[config.mk]
export PLATFORM = sky130hd
export DESIGN_NAME = lsu_ctrl_flat
export DESIGN_NICKNAME = d
export VERILOG_FILES = /design/src/rtl/lsu_ctrl_if.sv /design/src/rtl/lsu_ctrl.sv /design/src/flat_wrapper.sv
export SDC_FILE = /design/constraint.sdc
export NUM_CORES = 1
export LEC_CHECK = 0
export BUFFER_PORTS_ARGS = -buffer_cell sky130_fd_sc_hd__buf_2
export CAP_MARGIN = 30
export CORE_ASPECT_RATIO = 1.25
export CORE_MARGIN = 10
export CORE_UTILIZATION = 35
export DETAILED_ROUTE_END_ITERATION = 8
export HOLD_SLACK_MARGIN = 0.06
export PLACE_DENSITY = 0.65
export SYNTH_ARGS = -nofsm -noshare
export SYNTH_HDL_FRONTEND = slang
export SYNTH_SLANG_ARGS = --single-unit
export TNS_END_PERCENT = 30
[constraint.sdc]
create_clock -name i_clk -period 4.6 [get_ports i_clk]
set_input_delay 0.92 -clock i_clk [delete_from_list [all_inputs] [get_ports i_clk]]
set_output_delay 0.92 -clock i_clk [all_outputs]
set_load 0.03 [all_outputs]
[src/rtl/lsu_ctrl_if.sv]
// Bundle of the pipeline-side request/response signals and the data-bus
// signals of the load/store sequencer. clk and reset stay plain ports.
interface lsu_ctrl_if;
    // pipeline request side
    logic        i_req;
    logic        i_we;
    logic [31:0] i_addr;
    logic [31:0] i_wdata;
    logic [1:0]  i_length;
    logic        i_signed;
    // pipeline response side
    logic        o_busy;
    logic        o_done;
    logic [31:0] o_rdata;
    logic        o_fault;
    logic [1:0]  o_fault_cause;
    // data bus side
    logic [31:0] o_bus_addr;
    logic [31:0] o_bus_wdata;
    logic [3:0]  o_bus_we;
    logic        o_bus_stb;
    logic        i_bus_ack;
    logic [31:0] i_bus_rdata;

    // the sequencer itself
    modport slave (
        input  i_req, i_we, i_addr, i_wdata, i_length, i_signed, i_bus_ack, i_bus_rdata,
        output o_busy, o_done, o_rdata, o_fault, o_fault_cause,
        output o_bus_addr, o_bus_wdata, o_bus_we, o_bus_stb
    );

    // the pipeline stage plus bus slave driving the sequencer
    modport master (
        output i_req, i_we, i_addr, i_wdata, i_length, i_signed, i_bus_ack, i_bus_rdata,
        input  o_busy, o_done, o_rdata, o_fault, o_fault_cause,
        input  o_bus_addr, o_bus_wdata, o_bus_we, o_bus_stb
    );
endinterface

[src/rtl/lsu_ctrl.sv]
// Load/store sequencer: checks alignment, formats store lanes and byte
// enables, runs one strobe/ack bus transaction with timeout and returns a
// lane-aligned, optionally sign-extended load result with a done pulse.
module lsu_ctrl #(
    parameter int TIMEOUT_CYCLES = 255
) (
    input  logic       i_clk,
    input  logic       i_rst_n,
    lsu_ctrl_if.slave  bus
);

    localparam logic [1:0] ST_IDLE = 2'd0;
    localparam logic [1:0] ST_BUS  = 2'd1;
    localparam logic [1:0] ST_RESP = 2'd2;

    localparam int CNT_W = (TIMEOUT_CYCLES > 1) ? $clog2(TIMEOUT_CYCLES) : 1;

    localparam logic [1:0] CAUSE_NONE    = 2'b00;
    localparam logic [1:0] CAUSE_MISALGN = 2'b01;
    localparam logic [1:0] CAUSE_TIMEOUT = 2'b10;
    localparam logic [1:0] CAUSE_ILLLEN  = 2'b11;

    // Data mask for an access length (byte / half / word).
    function automatic logic [31:0] len_mask(input logic [1:0] len);
        logic [31:0] m;
        case (len)
            2'b00:   m = 32'h0000_00FF;
            2'b01:   m = 32'h0000_FFFF;
            default: m = 32'hFFFF_FFFF;
        endcase
        return m;
    endfunction

    // Rotate left by whole bytes: moves byte 0 up to lane s.
    function automatic logic [31:0] rotl8(input logic [31:0] d, input logic [1:0] s);
        logic [31:0] r;
        case (s)
            2'd0:    r = d;
            2'd1:    r = {d[23:0], d[31:24]};
            2'd2:    r = {d[15:0], d[31:16]};
            default: r = {d[7:0],  d[31:8]};
        endcase
        return r;
    endfunction

    // Rotate right by whole bytes: brings lane s down to byte 0.
    function automatic logic [31:0] rotr8(input logic [31:0] d, input logic [1:0] s);
        logic [31:0] r;
        case (s)
            2'd0:    r = d;
            2'd1:    r = {d[7:0],  d[31:8]};
            2'd2:    r = {d[15:0], d[31:16]};
            default: r = {d[23:0], d[31:24]};
        endcase
        return r;
    endfunction

    // Byte-lane write enables for an access of length len at offset s.
    function automatic logic [3:0] byte_en(input logic [1:0] len, input logic [1:0] s);
        logic [3:0] b;
        case (len)
            2'b00:   b = 4'b0001;
            2'b01:   b = 4'b0011;
            default: b = 4'b1111;
        endcase
        return b << s;
    endfunction

    // Align, mask and optionally sign-extend returned load data.
    function automatic logic [31:0] load_fmt(input logic [31:0] d, input logic [1:0] len,
                                             input logic [1:0] s, input logic sgn);
        logic [31:0] r;
        r = rotr8(d, s) & len_mask(len);
        if (sgn && (len == 2'b00)) begin
            r[31:8] = {24{r[7]}};
        end else if (sgn && (len == 2'b01)) begin
            r[31:16] = {16{r[15]}};
        end else begin
            r = r;
        end
        return r;
    endfunction

    logic [1:0]       state_q, state_d;
    logic [CNT_W-1:0] cnt_q, cnt_d;
    logic             we_q, we_d;
    logic [1:0]       ofs_q, ofs_d;
    logic [1:0]       len_q, len_d;
    logic             sgn_q, sgn_d;
    logic             done_q, done_d;
    logic [31:0]      rdata_q, rdata_d;
    logic             fault_q, fault_d;
    logic [1:0]       cause_q, cause_d;
    logic [31:0]      bus_addr_q, bus_addr_d;
    logic [31:0]      bus_wdata_q, bus_wdata_d;
    logic [3:0]       bus_we_q, bus_we_d;
    logic             bus_stb_q, bus_stb_d;

    logic             misaligned_s;
    logic             timeout_hit_s;

    assign misaligned_s  = ((bus.i_length == 2'b01) && bus.i_addr[0]) ||
                           ((bus.i_length == 2'b10) && (bus.i_addr[1:0] != 2'b00));
    assign timeout_hit_s = (TIMEOUT_CYCLES != 0) && (cnt_q == CNT_W'(TIMEOUT_CYCLES - 1));

    // Next-state and output-register computation for the access sequencer.
    always_comb begin
        state_d     = state_q;
        cnt_d       = cnt_q;
        we_d        = we_q;
        ofs_d       = ofs_q;
        len_d       = len_q;
        sgn_d       = sgn_q;
        done_d      = 1'b0;
        rdata_d     = rdata_q;
        fault_d     = 1'b0;
        cause_d     = CAUSE_NONE;
        bus_addr_d  = bus_addr_q;
        bus_wdata_d = bus_wdata_q;
        bus_we_d    = bus_we_q;
        bus_stb_d   = bus_stb_q;
        case (state_q)
            ST_IDLE: begin
                if (bus.i_req) begin
                    if (bus.i_length == 2'b11) begin
                        state_d = ST_RESP;
                        done_d  = 1'b1;
                        fault_d = 1'b1;
                        cause_d = CAUSE_ILLLEN;
                        rdata_d = 32'h0;
                    end else if (misaligned_s) begin
                        state_d = ST_RESP;
                        done_d  = 1'b1;
                        fault_d = 1'b1;
                        cause_d = CAUSE_MISALGN;
                        rdata_d = 32'h0;
                    end else begin
                        state_d     = ST_BUS;
                        cnt_d       = '0;
                        we_d        = bus.i_we;
                        ofs_d       = bus.i_addr[1:0];
                        len_d       = bus.i_length;
                        sgn_d       = bus.i_signed;
                        bus_stb_d   = 1'b1;
                        bus_addr_d  = {bus.i_addr[31:2], 2'b00};
                        bus_we_d    = bus.i_we ? byte_en(bus.i_length, bus.i_addr[1:0]) : 4'b0000;
                        bus_wdata_d = bus.i_we ?
                                      rotl8(bus.i_wdata & len_mask(bus.i_length), bus.i_addr[1:0]) :
                                      32'h0;
                    end
                end else begin
                    state_d = ST_IDLE;
                end
            end
            ST_BUS: begin
                if (bus.i_bus_ack) begin
                    state_d     = ST_RESP;
                    done_d      = 1'b1;
                    rdata_d     = we_q ? 32'h0 : load_fmt(bus.i_bus_rdata, len_q, ofs_q, sgn_q);
                    bus_stb_d   = 1'b0;
                    bus_addr_d  = 32'h0;
                    bus_we_d    = 4'b0000;
                    bus_wdata_d = 32'h0;
                end else if (timeout_hit_s) begin
                    state_d     = ST_RESP;
                    done_d      = 1'b1;
                    fault_d     = 1'b1;
                    cause_d     = CAUSE_TIMEOUT;
                    rdata_d     = 32'h0;
                    bus_stb_d   = 1'b0;
                    bus_addr_d  = 32'h0;
                    bus_we_d    = 4'b0000;
                    bus_wdata_d = 32'h0;
                end else begin
                    cnt_d = cnt_q + CNT_W'(1);
                end
            end
            ST_RESP: begin
                state_d = ST_IDLE;
            end
            default: begin
                state_d   = ST_IDLE;
                bus_stb_d = 1'b0;
            end
        endcase
    end

    // State and output registers; reset abandons any in-flight access.
    always_ff @(posedge i_clk or negedge i_rst_n) begin
        if (!i_rst_n) begin
            state_q     <= ST_IDLE;
            cnt_q       <= '0;
            we_q        <= 1'b0;
            ofs_q       <= 2'b00;
            len_q       <= 2'b00;
            sgn_q       <= 1'b0;
            done_q      <= 1'b0;
            rdata_q     <= 32'h0;
            fault_q     <= 1'b0;
            cause_q     <= 2'b00;
            bus_addr_q  <= 32'h0;
            bus_wdata_q <= 32'h0;
            bus_we_q    <= 4'b0000;
            bus_stb_q   <= 1'b0;
        end else begin
            state_q     <= state_d;
            cnt_q       <= cnt_d;
            we_q        <= we_d;
            ofs_q       <= ofs_d;
            len_q       <= len_d;
            sgn_q       <= sgn_d;
            done_q      <= done_d;
            rdata_q     <= rdata_d;
            fault_q     <= fault_d;
            cause_q     <= cause_d;
            bus_addr_q  <= bus_addr_d;
            bus_wdata_q <= bus_wdata_d;
            bus_we_q    <= bus_we_d;
            bus_stb_q   <= bus_stb_d;
        end
    end

    // Stall must react to a new request in the same cycle, so it is not registered.
    assign bus.o_busy        = ((state_q == ST_IDLE) && bus.i_req) || (state_q == ST_BUS);
    assign bus.o_done        = done_q;
    assign bus.o_rdata       = rdata_q;
    assign bus.o_fault       = fault_q;
    assign bus.o_fault_cause = cause_q;
    assign bus.o_bus_addr    = bus_addr_q;
    assign bus.o_bus_wdata   = bus_wdata_q;
    assign bus.o_bus_we      = bus_we_q;
    assign bus.o_bus_stb     = bus_stb_q;

endmodule

[src/flat_wrapper.sv]
// flat-port wrapper written by rule: the top's interface ports become plain ports
module lsu_ctrl_flat 
#(
    parameter int TIMEOUT_CYCLES = 255
)
  (i_clk, i_rst_n, bus_i_req, bus_i_we, bus_i_addr, bus_i_wdata, bus_i_length, bus_i_signed, bus_i_bus_ack, bus_i_bus_rdata, bus_o_busy, bus_o_done, bus_o_rdata, bus_o_fault, bus_o_fault_cause, bus_o_bus_addr, bus_o_bus_wdata, bus_o_bus_we, bus_o_bus_stb);
  lsu_ctrl_if bus_i ();
  input  logic i_clk;
  input  logic i_rst_n;
  input wire logic [$bits(bus_i.i_req)-1:0] bus_i_req;
  input wire logic [$bits(bus_i.i_we)-1:0] bus_i_we;
  input wire logic [$bits(bus_i.i_addr)-1:0] bus_i_addr;
  input wire logic [$bits(bus_i.i_wdata)-1:0] bus_i_wdata;
  input wire logic [$bits(bus_i.i_length)-1:0] bus_i_length;
  input wire logic [$bits(bus_i.i_signed)-1:0] bus_i_signed;
  input wire logic [$bits(bus_i.i_bus_ack)-1:0] bus_i_bus_ack;
  input wire logic [$bits(bus_i.i_bus_rdata)-1:0] bus_i_bus_rdata;
  output wire logic [$bits(bus_i.o_busy)-1:0] bus_o_busy;
  output wire logic [$bits(bus_i.o_done)-1:0] bus_o_done;
  output wire logic [$bits(bus_i.o_rdata)-1:0] bus_o_rdata;
  output wire logic [$bits(bus_i.o_fault)-1:0] bus_o_fault;
  output wire logic [$bits(bus_i.o_fault_cause)-1:0] bus_o_fault_cause;
  output wire logic [$bits(bus_i.o_bus_addr)-1:0] bus_o_bus_addr;
  output wire logic [$bits(bus_i.o_bus_wdata)-1:0] bus_o_bus_wdata;
  output wire logic [$bits(bus_i.o_bus_we)-1:0] bus_o_bus_we;
  output wire logic [$bits(bus_i.o_bus_stb)-1:0] bus_o_bus_stb;
  assign bus_i.i_req = bus_i_req;
  assign bus_i.i_we = bus_i_we;
  assign bus_i.i_addr = bus_i_addr;
  assign bus_i.i_wdata = bus_i_wdata;
  assign bus_i.i_length = bus_i_length;
  assign bus_i.i_signed = bus_i_signed;
  assign bus_i.i_bus_ack = bus_i_bus_ack;
  assign bus_i.i_bus_rdata = bus_i_bus_rdata;
  assign bus_o_busy = bus_i.o_busy;
  assign bus_o_done = bus_i.o_done;
  assign bus_o_rdata = bus_i.o_rdata;
  assign bus_o_fault = bus_i.o_fault;
  assign bus_o_fault_cause = bus_i.o_fault_cause;
  assign bus_o_bus_addr = bus_i.o_bus_addr;
  assign bus_o_bus_wdata = bus_i.o_bus_wdata;
  assign bus_o_bus_we = bus_i.o_bus_we;
  assign bus_o_bus_stb = bus_i.o_bus_stb;
  lsu_ctrl #(.TIMEOUT_CYCLES(TIMEOUT_CYCLES)) u_core (.i_clk(i_clk), .i_rst_n(i_rst_n), .bus(bus_i));
endmodule
==> metrics.md, run 1 <==
| Metric | Value |
|---|---|
| Status | completed |
| Yosys warning total | 0 |
| TritonCTS clock tree | done |
| Final setup margin | 1.958 ns |
| Die Height | 174.7 um |
| Synth top area cells | dfrtp_1 44%, mux2_2 9.1%, mux2i_1 4.9% |
| Die area | 25120 um^2 |
| Crit-path slowest cell | or3b_1 |
| CTS clock-pin slew for the worst setup and hold paths | 0.05 ns |
| Worst EP arrival | 1.72 ns |
| Library cells used by synthesis | 57 |
| Final setup viols | 0 |
| Detailed-route wire length | 22020 um |
| Hold_buf cts | 0 |
| Clock Skews | 0.009721 ns |
| Critical Path Sink Type | output port |
| Placeable Area | 18780 um^2 |
| Max Root-Sink Buffers | 2 |
| Fin nets | 926 |
| Netlist Area Pre-Place | 6701 um^2 |
| Post-CTS Repair Setup Buffers | 0 |
| Initial antenna violation count | 1 |
| Largest net degree at the start of global routing | 76 |
| Drt first pass iters | 8 |
| Syn avg cell area | 10.41 um^2 |
| Hpwl dp | 15820 um |
| Place WS | 1.538 ns |
| Largest delay share family, worst path | simple AND/OR/NAND/NOR gates |
| Buffers added on ports | 207 |
| Critical Path Most Common Cell | buf_2 |
| Yosys top cell by area | dfrtp_1 |
| Setup TNS | 0 ns |
| Worst skew pair latency | 0.41 ns |
| GRT Residual Overflow | 0 |
| WP data required | 3.68 ns |
| Via count | 5914 |
| Layout cells sized above 1 | 0.3882 |
| Seq/Total Area, Yosys | 0.4444 |
| CP max stage delay | 0.40 ns |
| Top-Level Pins | 210 |
| GP Congestion | 0.8976 |
| Final period util | 0.5743 |
| Crit Path Class | in -> out |
| Die X | 143.8 um |
| Row count | 56 |
| Pwr Density | 593.2 nW/um^2 |
| CP Launch Type | input pin |
| Top cell type's share of synthesized area | 0.4444 |
| Vias/cell | 5.553 |
| Post-Syn Instances | 644 |
| Total CTS buffers | 17 |
| RSZ-0062 raised after global routing | false |
| GRT Resource Usage Total | 0.1745 |
| Fmax | 378.5 MHz |
| Number of synthesized flops with an enable pin | 0 |
| First-pass GRT wire length | 34200 um |
| Ys async rst share | 1.000 |
| CTS root buffer | clkbuf_16 |
| Worst-Margin Slew | 1.068 ns |
| CTS resizes | 0 |
| Mean routed wirelength per cell | 20.68 um |
| Static leakage | 4.113 nW |
| Max Cap Viol | 0 |
| Top FF cell, synth | dfrtp_1 |
| Final Hold Viols | 0 |
| DRC viols | 0 |
| Maximum vdd drop | 0.2494 mV |
| Number of routed nets with antenna violations | 0 |
| Max-slew violations | 0 |
| Htree depth | 4 |
| Crit path max fanout | 3 |
| Starting DRT DRC Count | 624 |
| Crit path buf inv count | 2 |
| Starting Density | 0.3569 |
| FF+latch count, synth | 119 |
| Vias in the first global route | 5968 |
| Hold WC Path Type | in -> async |
| Clock sinks | 119 |
| Critical path cell sequence | buf_2 > or3b_1 > nand2_1 > buf_2 |
| Slew headroom | 0.2882 |
| Layout area overhead | 26.31% |
| Tmin final | 2.642 ns |
cell usage in the layout, fill, tap and decap left out, types with 3 or more instances in the layout:
| master | instances |
|---|---|
| clkinv_2 | 4 |
| nor2b_1 | 10 |
| nand2_1 | 20 |
| nand2b_1 | 19 |
| nor3_1 | 9 |
| nor2_1 | 11 |
| o21ai_0 | 38 |
| mux2_2 | 54 |
| nor4_1 | 6 |
| a22o_1 | 17 |
| clkbuf_16 | 17 |
| dfrtp_1 | 118 |
| nand3_1 | 33 |
| inv_1 | 37 |
| a31oi_1 | 8 |
| a22oi_1 | 10 |
| a311oi_1 | 16 |
| a32o_1 | 8 |
| a221oi_1 | 6 |
| bufinv_16 | 3 |
| a211oi_1 | 30 |
| o2bb2ai_1 | 8 |
| buf_4 | 11 |
| and3b_1 | 8 |
| or3_1 | 3 |
| nand4_1 | 3 |
| buf_2 | 207 |
| mux2i_1 | 33 |
| mux2_4 | 8 |
| a21oi_1 | 17 |
| clkbuf_8 | 5 |
| o221ai_1 | 16 |
area by class of cell:
cell class | instances | area, um^2
Tap cell | 232 | 290.3
Clock inverter | 8 | 118.9
Clock buffer | 23 | 498.0
Inverter | 38 | 142.6
Sequential cell | 119 | 2979
Multi-Input combinational cell | 425 | 3287
Antenna cell | 1 | 2.502
Timing Repair Buffer | 219 | 1146
Fill cell | 1838 | 10310
synth_stat cells, types with 9 or more instances:
| master | count |
|---|---|
| nor2_1 | 11 |
| mux2i_1 | 33 |
| a211oi_1 | 30 |
| nand3_1 | 33 |
| nor3_1 | 9 |
| a22o_1 | 17 |
| buf_2 | 16 |
| nand2b_1 | 19 |
| nand2_1 | 20 |
| a311oi_1 | 16 |
| o21ai_0 | 38 |
| clkbuf_1 | 38 |
| mux2_2 | 54 |
| a22oi_1 | 10 |
| o221ai_1 | 16 |
| dfrtp_1 | 119 |
| nor2b_1 | 10 |
| a21oi_1 | 17 |
| inv_1 | 37 |
cells by family after synthesis:
logic type,Yosys count,share of synthesized area
AO/OA/AOI/OAI,188,0.2063
XOR/XNOR,1,0.001307
adder cells (fa/ha/maj),2,0.003734
buffers and inverters,101,0.06572
flip-flops,119,0.4444
multiplexers,97,0.1647
other,1,0.0005596
AND/OR/NAND/NOR,135,0.1133
flip-flops by register name, summed over array words and instances, names as in the netlist, 2 cells and up:
| signal | flops |
|---|---|
| u_core.bus.o_bus_wdata | 32 |
| u_core.bus.o_fault_cause | 2 |
| u_core.state_q | 2 |
| u_core.bus.o_bus_we | 4 |
| u_core.cnt_q | 8 |
| u_core.len_q | 2 |
| u_core.bus.o_rdata | 32 |
| u_core.bus.o_bus_addr | 30 |
| u_core.ofs_q | 2 |
metrics by stage:
stage          cells    util  instance area (um^2)  hold WS [ns]  power [mW]
6_report        1065  0.4508                  8464        0.3222       5.021
2_1_floorplan    645       -                  6705        0.4813       3.004
5_1_grt         1064  0.4506                  8462        0.3045       5.290
3_3_place_gp    1031  0.4160                  7812        0.4762       3.624
4_1_cts         1063  0.4492                  8434        0.4876       5.065
3_5_place_dp    1032  0.4163                  7818        0.4736       3.651
report_power, final:
part	total (mW)	switching (mW)	internal, mW
logic	1.99	1.29	0.706
clock network	1.40	0.479	0.918
registers	1.63	0.271	1.36
path summary, 6_finish.rpt:
kind                                       start                    endpoint  slack [ns]  cells after the start
max                                    bus_i_req                  bus_o_busy        1.96                      4
min                                      i_rst_n      u_core.bus.o_rdata[21]        0.32                      1
max in group asynchronous                i_rst_n  u_core.bus.o_bus_wdata[15]        3.34                      3
min reg2reg                u_core.bus.o_rdata[2]       u_core.bus.o_rdata[2]        0.49                      1
min in group i_clk         u_core.bus.o_rdata[2]       u_core.bus.o_rdata[2]        0.49                      1
max reg2reg                      u_core.ofs_q[0]      u_core.bus.o_rdata[24]        2.08                      4
per-layer routing:
metal | wire length (um) | part of all wire | global-route usage
met1 | 8648 | 0.39 | 0.2050
met2 | 11370 | 0.52 | 0.2918
met3 | 1444 | 0.066 | 0.05100
met4 | 562 | 0.026 | 0.06692
met5 | 0 | 0 | 0
No activity file was read; power rests on OpenSTA's default activity.
==> run 2, diff against run 1 <==
- clock period: 4.6 -> 2.6 ns (I/O delays scaled with it)
==> run 2 against run 1 <==
Clock-buffer cell count decreased by 2. Flip-flop and latch count unchanged. Register-to-register slack got worse by 1.6 ns. Sequential power increased by 69%. Critical path type is now reg -> out. Critical endpoint unchanged. Largest cell class unchanged.
==> metrics.md, run 2 (synthesis results as in run 1) <==
| Metric | Value |
|---|---|
| Layout cells sized above 1 | 0.3936 |
| CP max stage delay | 0.44 ns |
| Critical Path Sink Type | output port |
| Fmax | 475.5 MHz |
| Number of routed nets with antenna violations | 0 |
| Worst EP arrival | 1.58 ns |
| Layout area overhead | 27.69% |
| Critical path cell sequence | or3b_1 > nand2_1 > buf_2 |
| CTS resizes | 0 |
| CP Launch Type | flip-flop |
| Final setup viols | 0 |
| Final period util | 0.8089 |
| # fillers | 1803 |
| Buffers added on ports | 207 |
| Tmin final | 2.103 ns |
| Drt first pass iters | 5 |
| WP data required | 2.08 ns |
| Die area | 25120 um^2 |
| Reg2reg start | u_core.cnt_q[0] |
| Starting Density | 0.3569 |
| Crit-path slowest cell | or3b_1 |
| Starting DRT DRC Count | 525 |
| Crit Path Class | reg -> out |
| Max-slew violations | 0 |
| Crit path from | u_core.state_q[0] |
| Clock Skews | 0.01304 ns |
| Hold WC Path Type | in -> async |
| Largest delay share family, worst path | simple AND/OR/NAND/NOR gates |
| Worst-Margin Slew | 0.7181 ns |
| TritonCTS clock tree | done |
| Crit path max fanout | 6 |
| Max Cap Viol | 0 |
| GRT Resource Usage Total | 0.1736 |
| Hpwl dp | 16150 um |
| GRT Residual Overflow | 0 |
| Die Height | 174.7 um |
| Slew headroom | 0.5203 |
| Final Hold Viols | 0 |
| Mean routed wirelength per cell | 20.41 um |
| Clock sinks | 119 |
| First-pass GRT wire length | 34050 um |
| Row count | 56 |
| Top-Level Pins | 210 |
| Pwr Density | 1033 nW/um^2 |
| Worst skew pair latency | 0.42 ns |
| Setup TNS | 0 ns |
| Placeable Area | 18780 um^2 |
| Fin nets | 936 |
| Largest net degree at the start of global routing | 51 |
| CTS root buffer | clkbuf_16 |
| Initial antenna violation count | 3 |
| Hold_buf cts | 0 |
| Post-CTS Repair Setup Buffers | 0 |
| Vias in the first global route | 6067 |
| Via count | 5966 |
| Status | completed |
| Die X | 143.8 um |
| Most frequent cells in the layout | 206 x buf_2, 118 x dfrtp_1, 54 x mux2_2 |
| Detailed-route wire length | 21950 um |
| GP Congestion | 0.8653 |
| RSZ-0062 raised after global routing | false |
| Htree depth | 4 |
| Min Hold Slack | 0.05931 ns |
| DRC viols | 0 |
| Vias/cell | 5.550 |
| Static leakage | 4.157 nW |
| Commonest non-fill, non-tap cell in the layout | buf_2 |
| Max Root-Sink Buffers | 2 |
| Maximum vdd drop | 0.4899 mV |
| CTS clock-pin slew for the worst setup and hold paths | 0.06 ns |
| Crit path buf inv count | 1 |
| Total CTS buffers | 17 |
-- run 2: cell types whose count changed in the layout (fill, tap and decap cells not counted) --
cell / before / now
buf_16: 1 / 0
clkbuf_1: 1 / 2
buf_4: 11 / 18
clkbuf_8: 5 / 2
clkinvlp_4: 0 / 1
buf_12: 0 / 5
buf_2: 207 / 206
diode_2: 1 / 2
-- run 2: cell type report --
cell class              instances  area, um^2  area share
inverters                      38       142.6     0.01667
well taps                     232       290.3     0.03392
flip-flops and latches        119        2979      0.3482
clock buffers                  21       460.4     0.05381
diodes                          2       5.005   0.0005849
multi-input cells             425        3287      0.3841
repair buffers                229        1266      0.1480
clock inverters                 9       126.4     0.01477
-- run 2: path summary, 6_finish.rpt --
kind,to,slack (ns),cells after the start
setup reg to reg,u_core.bus.o_bus_wdata[9],0.50,6
hold reg to reg,u_core.bus.o_rdata[14],0.48,1
max in group asynchronous,u_core.bus.o_fault_cause[1],1.87,2
setup / recovery,bus_o_busy,0.50,3
min in group i_clk,u_core.bus.o_bus_addr[7],0.32,3
hold / removal,u_core.bus.o_rdata[22],0.06,1
-- run 2: per-stage QoR --
stage	power [mW]	cells	worst slack, ns	util	instance area (um^2)
after floorplan	5.315	645	0.6649	-	6705
after global placement	6.474	1043	0.3567	0.4242	7965
after detailed placement	6.515	1043	0.3723	0.4242	7965
after CTS	8.922	1073	0.4716	0.4554	8552
after global routing	9.308	1074	0.3956	0.4556	8554
final	8.836	1075	0.4970	0.4557	8557
-- run 2: routing by layer --
layer / track usage / up-vias / share of wire
met2: 0.2874 / 217 / 0.51
met1: 0.2007 / 2916 / 0.40
met5: 0 / - / 0
met4: 0.08056 / 0 / 0.031
met3: 0.05155 / 39 / 0.060
li1: - / 2794 / -
-- run 2: where the power goes --
part / internal (mW) / leakage (nW) / switching [mW]
clock network: 1.54 / 0.289 / 0.839
logic: 1.29 / 2.30 / 2.41
registers: 2.41 / 1.57 / 0.348
total: 5.24 / 4.16 / 3.60
==> run 3, diff against run 2 <==
- ABC_AREA: unset -> 1
- clock period: 2.6 -> 2 ns (I/O delays scaled with it)
==> run 3 against run 2 <==
Critical path type unchanged. Worst hold slack improved by 0.16 ns. Global-route usage rose by 2.1 points. Sequential power rose by 43%. Cell area rose by 8.0%. Clock power rose by 34%. Combinational power rose by 110%. First-iteration DRC count rose by 2.1%. Critical endpoint unchanged. Setup slack got worse by 0.34 ns.
==> metrics.md, run 3 <==
| Metric | Value |
|---|---|
| Pwr Density | 1594 nW/um^2 |
| Die area | 26680 um^2 |
| Ys async rst share | 1.000 |
| Hold WC Path Type | in -> reg |
| Reg2reg start | u_core.state_q[1] |
| Vias in the first global route | 7653 |
| Clock Skews | 0.008817 ns |
| Most frequent cells in the layout | 418 x nand2_1, 206 x buf_2, 140 x nor2_1 |
| Final period util | 0.9194 |
| Top-Level Pins | 210 |
| Clock sinks | 119 |
| Critical Path Sink Type | output port |
| Number of synthesized flops with an enable pin | 0 |
| Multiplexer share of the synthesized area | 0 |
| CP Launch Type | flip-flop |
| Netlist Area Pre-Place | 7181 um^2 |
| Final cell utilization of the core | 0.4580 |
| Htree depth | 4 |
| Crit Path Class | reg -> out |
| Post-CTS Repair Setup Buffers | 0 |
| Worst skew pair latency | 0.42 ns |
| Placeable Area | 20170 um^2 |
| Layout area overhead | 28.66% |
| RSZ-0062 raised after global routing | true |
| Seq/Total Area, Yosys | 0.4147 |
| Yosys warning total | 0 |
| GP Congestion | 0.9480 |
| Crit path from | u_core.state_q[0] |
| WP data required | 1.60 ns |
| Vias/cell | 5.028 |
| Fin nets | 1406 |
| Row count | 58 |
| Crit path max fanout | 3 |
| GRT Residual Overflow | 0 |
| Status | completed |
| Finished Cell Area | 9239 um^2 |
| Synth Area in Adders | 0.003485 |
| Largest delay share family, worst path | flip-flops |
| Worst-Margin Slew | 0.5736 ns |
| Total CTS buffers | 17 |
| Buffers added on ports | 207 |
| Crit path buf inv count | 1 |
| Synth Area in Compound Gates | 0.1202 |
| Pwr Total | 14.73 mW |
| Maximum vdd drop | 0.9110 mV |
| TritonCTS clock tree | done |
| DRC viols | 0 |
| Mean routed wirelength per cell | 16.61 um |
| Static leakage | 5.056 nW |
| Die X | 148.1 um |
| Max Cap Viol | 0 |
| Top FF cell, synth | dfrtp_1 |
| Count leader, synth | nand2_1 |
| Max Root-Sink Buffers | 2 |
| Initial antenna violation count | 0 |
| Detailed-route wire length | 26310 um |
| Synth top area cells | dfrtp_1 41%, nand2_1 22%, o21ai_0 8.5% |
| Main combinational cell family by area after synthesis | simple AND/OR/NAND/NOR gates |
| Critical path cell sequence | nor2_1 > nand2_1 > nand2_1 > buf_2 |
| Yosys top cell by area | dfrtp_1 |
| Max-slew violations | 0 |
| FF+latch count, synth | 119 |
| Via count | 7964 |
| Worst EP arrival | 1.44 ns |
| Commonest non-fill, non-tap cell in the layout | nand2_1 |
| First-pass GRT wire length | 41810 um |
| Most frequent cells after synthesis | 419 x nand2_1, 140 x nor2_1, 122 x o21ai_0 |
| Library cells used by synthesis | 31 |
| Fmax | 543.8 MHz |
| Slew headroom | 0.6176 |
| Hold path start | bus_i_addr[19] |
| Post-Synth Simple-Gate Area | 0.3905 |
| Starting DRT DRC Count | 536 |
| CTS root buffer | clkbuf_16 |
| Xor/xnor share of the synthesized area | 0.003659 |
| Starting Density | 0.3559 |
| GRT Resource Usage Total | 0.1948 |
| CTS clock-pin slew for the worst setup and hold paths | 0.06 ns |
| Critical Path Most Common Cell | nand2_1 |
| Tmin final | 1.839 ns |
| Die Height | 180.1 um |
| Crit-path slowest cell | dfrtp_1 |
| Layout cells sized above 1 | 0.2247 |
| Hpwl dp | 19700 um |
| Drt first pass iters | 5 |
| Syn avg cell area | 6.552 um^2 |
| Largest net degree at the start of global routing | 90 |
| Final setup viols | 0 |
| CP max stage delay | 0.40 ns |
| Final Hold Viols | 0 |
| Post-Syn Instances | 1096 |
| Placed cell area | 8602 um^2 |
| Number of routed nets with antenna violations | 0 |
| Top cell type's share of synthesized area | 0.4147 |
## run 3: cells by family (layout without fill, tap and decap cells)
logic type,Yosys count,after routing
DFF,119,119
xor gates and xnor gates,3,3
AOI/OAI and AO/OA,171,171
buffers and inverters,109,325
other,1,3
and+or+nand+nor,691,691
adders and majority gates,2,2
## run 3: worst paths after layout
check / end / slack [ns] / cells past startpoint
min in group asynchronous: u_core.bus.o_rdata[17] / 0.48 / 2
max: bus_o_busy / 0.16 / 4
min reg2reg: u_core.bus.o_bus_wdata[18] / 0.48 / 2
max in group asynchronous: u_core.bus.o_bus_wdata[9] / 0.95 / 3
max reg2reg: u_core.bus.o_bus_addr[21] / 0.17 / 7
min: u_core.bus.o_bus_addr[19] / 0.22 / 3
## run 3: where the power goes
group | internal [mW] | switching [mW] | total [mW]
combinational | 2.18 | 5.43 | 7.60
clock | 1.98 | 1.21 | 3.19
sequential | 3.38 | 0.565 | 3.94
## run 3: cell type report
| class | instances | area, um^2 |
|---|---|---|
| sequential | 119 | 2978 |
| timing repair buffer | 252 | 1420 |
| clock buffer | 19 | 432.9 |
| antenna | 1 | 2.502 |
| tap | 270 | 337.8 |
| inverter | 41 | 155.1 |
| fill | 2123 | 10940 |
| clock inverter | 13 | 173.9 |
| multi-input combinational | 869 | 3739 |
## run 3: layer usage
| metal | global-route usage | part of all wire |
|---|---|---|
| met2 | 0.3246 | 0.49 |
| met1 | 0.2326 | 0.40 |
| met3 | 0.05226 | 0.085 |
| met5 | 0 | 0 |
| met4 | 0.07506 | 0.028 |
## run 3: through the flow
step | TNS (ns) | hold WS (ns) | instances | worst slack (ns)
2_1_floorplan | 0 | 0.1044 | 1097 | 0.3714
3_3_place_gp | 0 | 0.3886 | 1550 | 0.08290
3_5_place_dp | 0 | 0.3885 | 1550 | 0.006698
4_1_cts | 0 | 0.2088 | 1583 | 0.1219
5_1_grt | -0.005430 | 0.2139 | 1583 | -0.005430
6_report | 0 | 0.2218 | 1584 | 0.1612
## run 3: worst min-delay path, stage by stage
cell and delay (ns):
buf_2 0.09, nand2_1 0.05, o21ai_1 0.06
## run 3: what timing repair did
action	CTS	global route
hold buffers	1	0
pin swaps	0	0
resized for setup	1	4
setup endpoints to repair	1	16
endpoints found under the hold margin	27	0
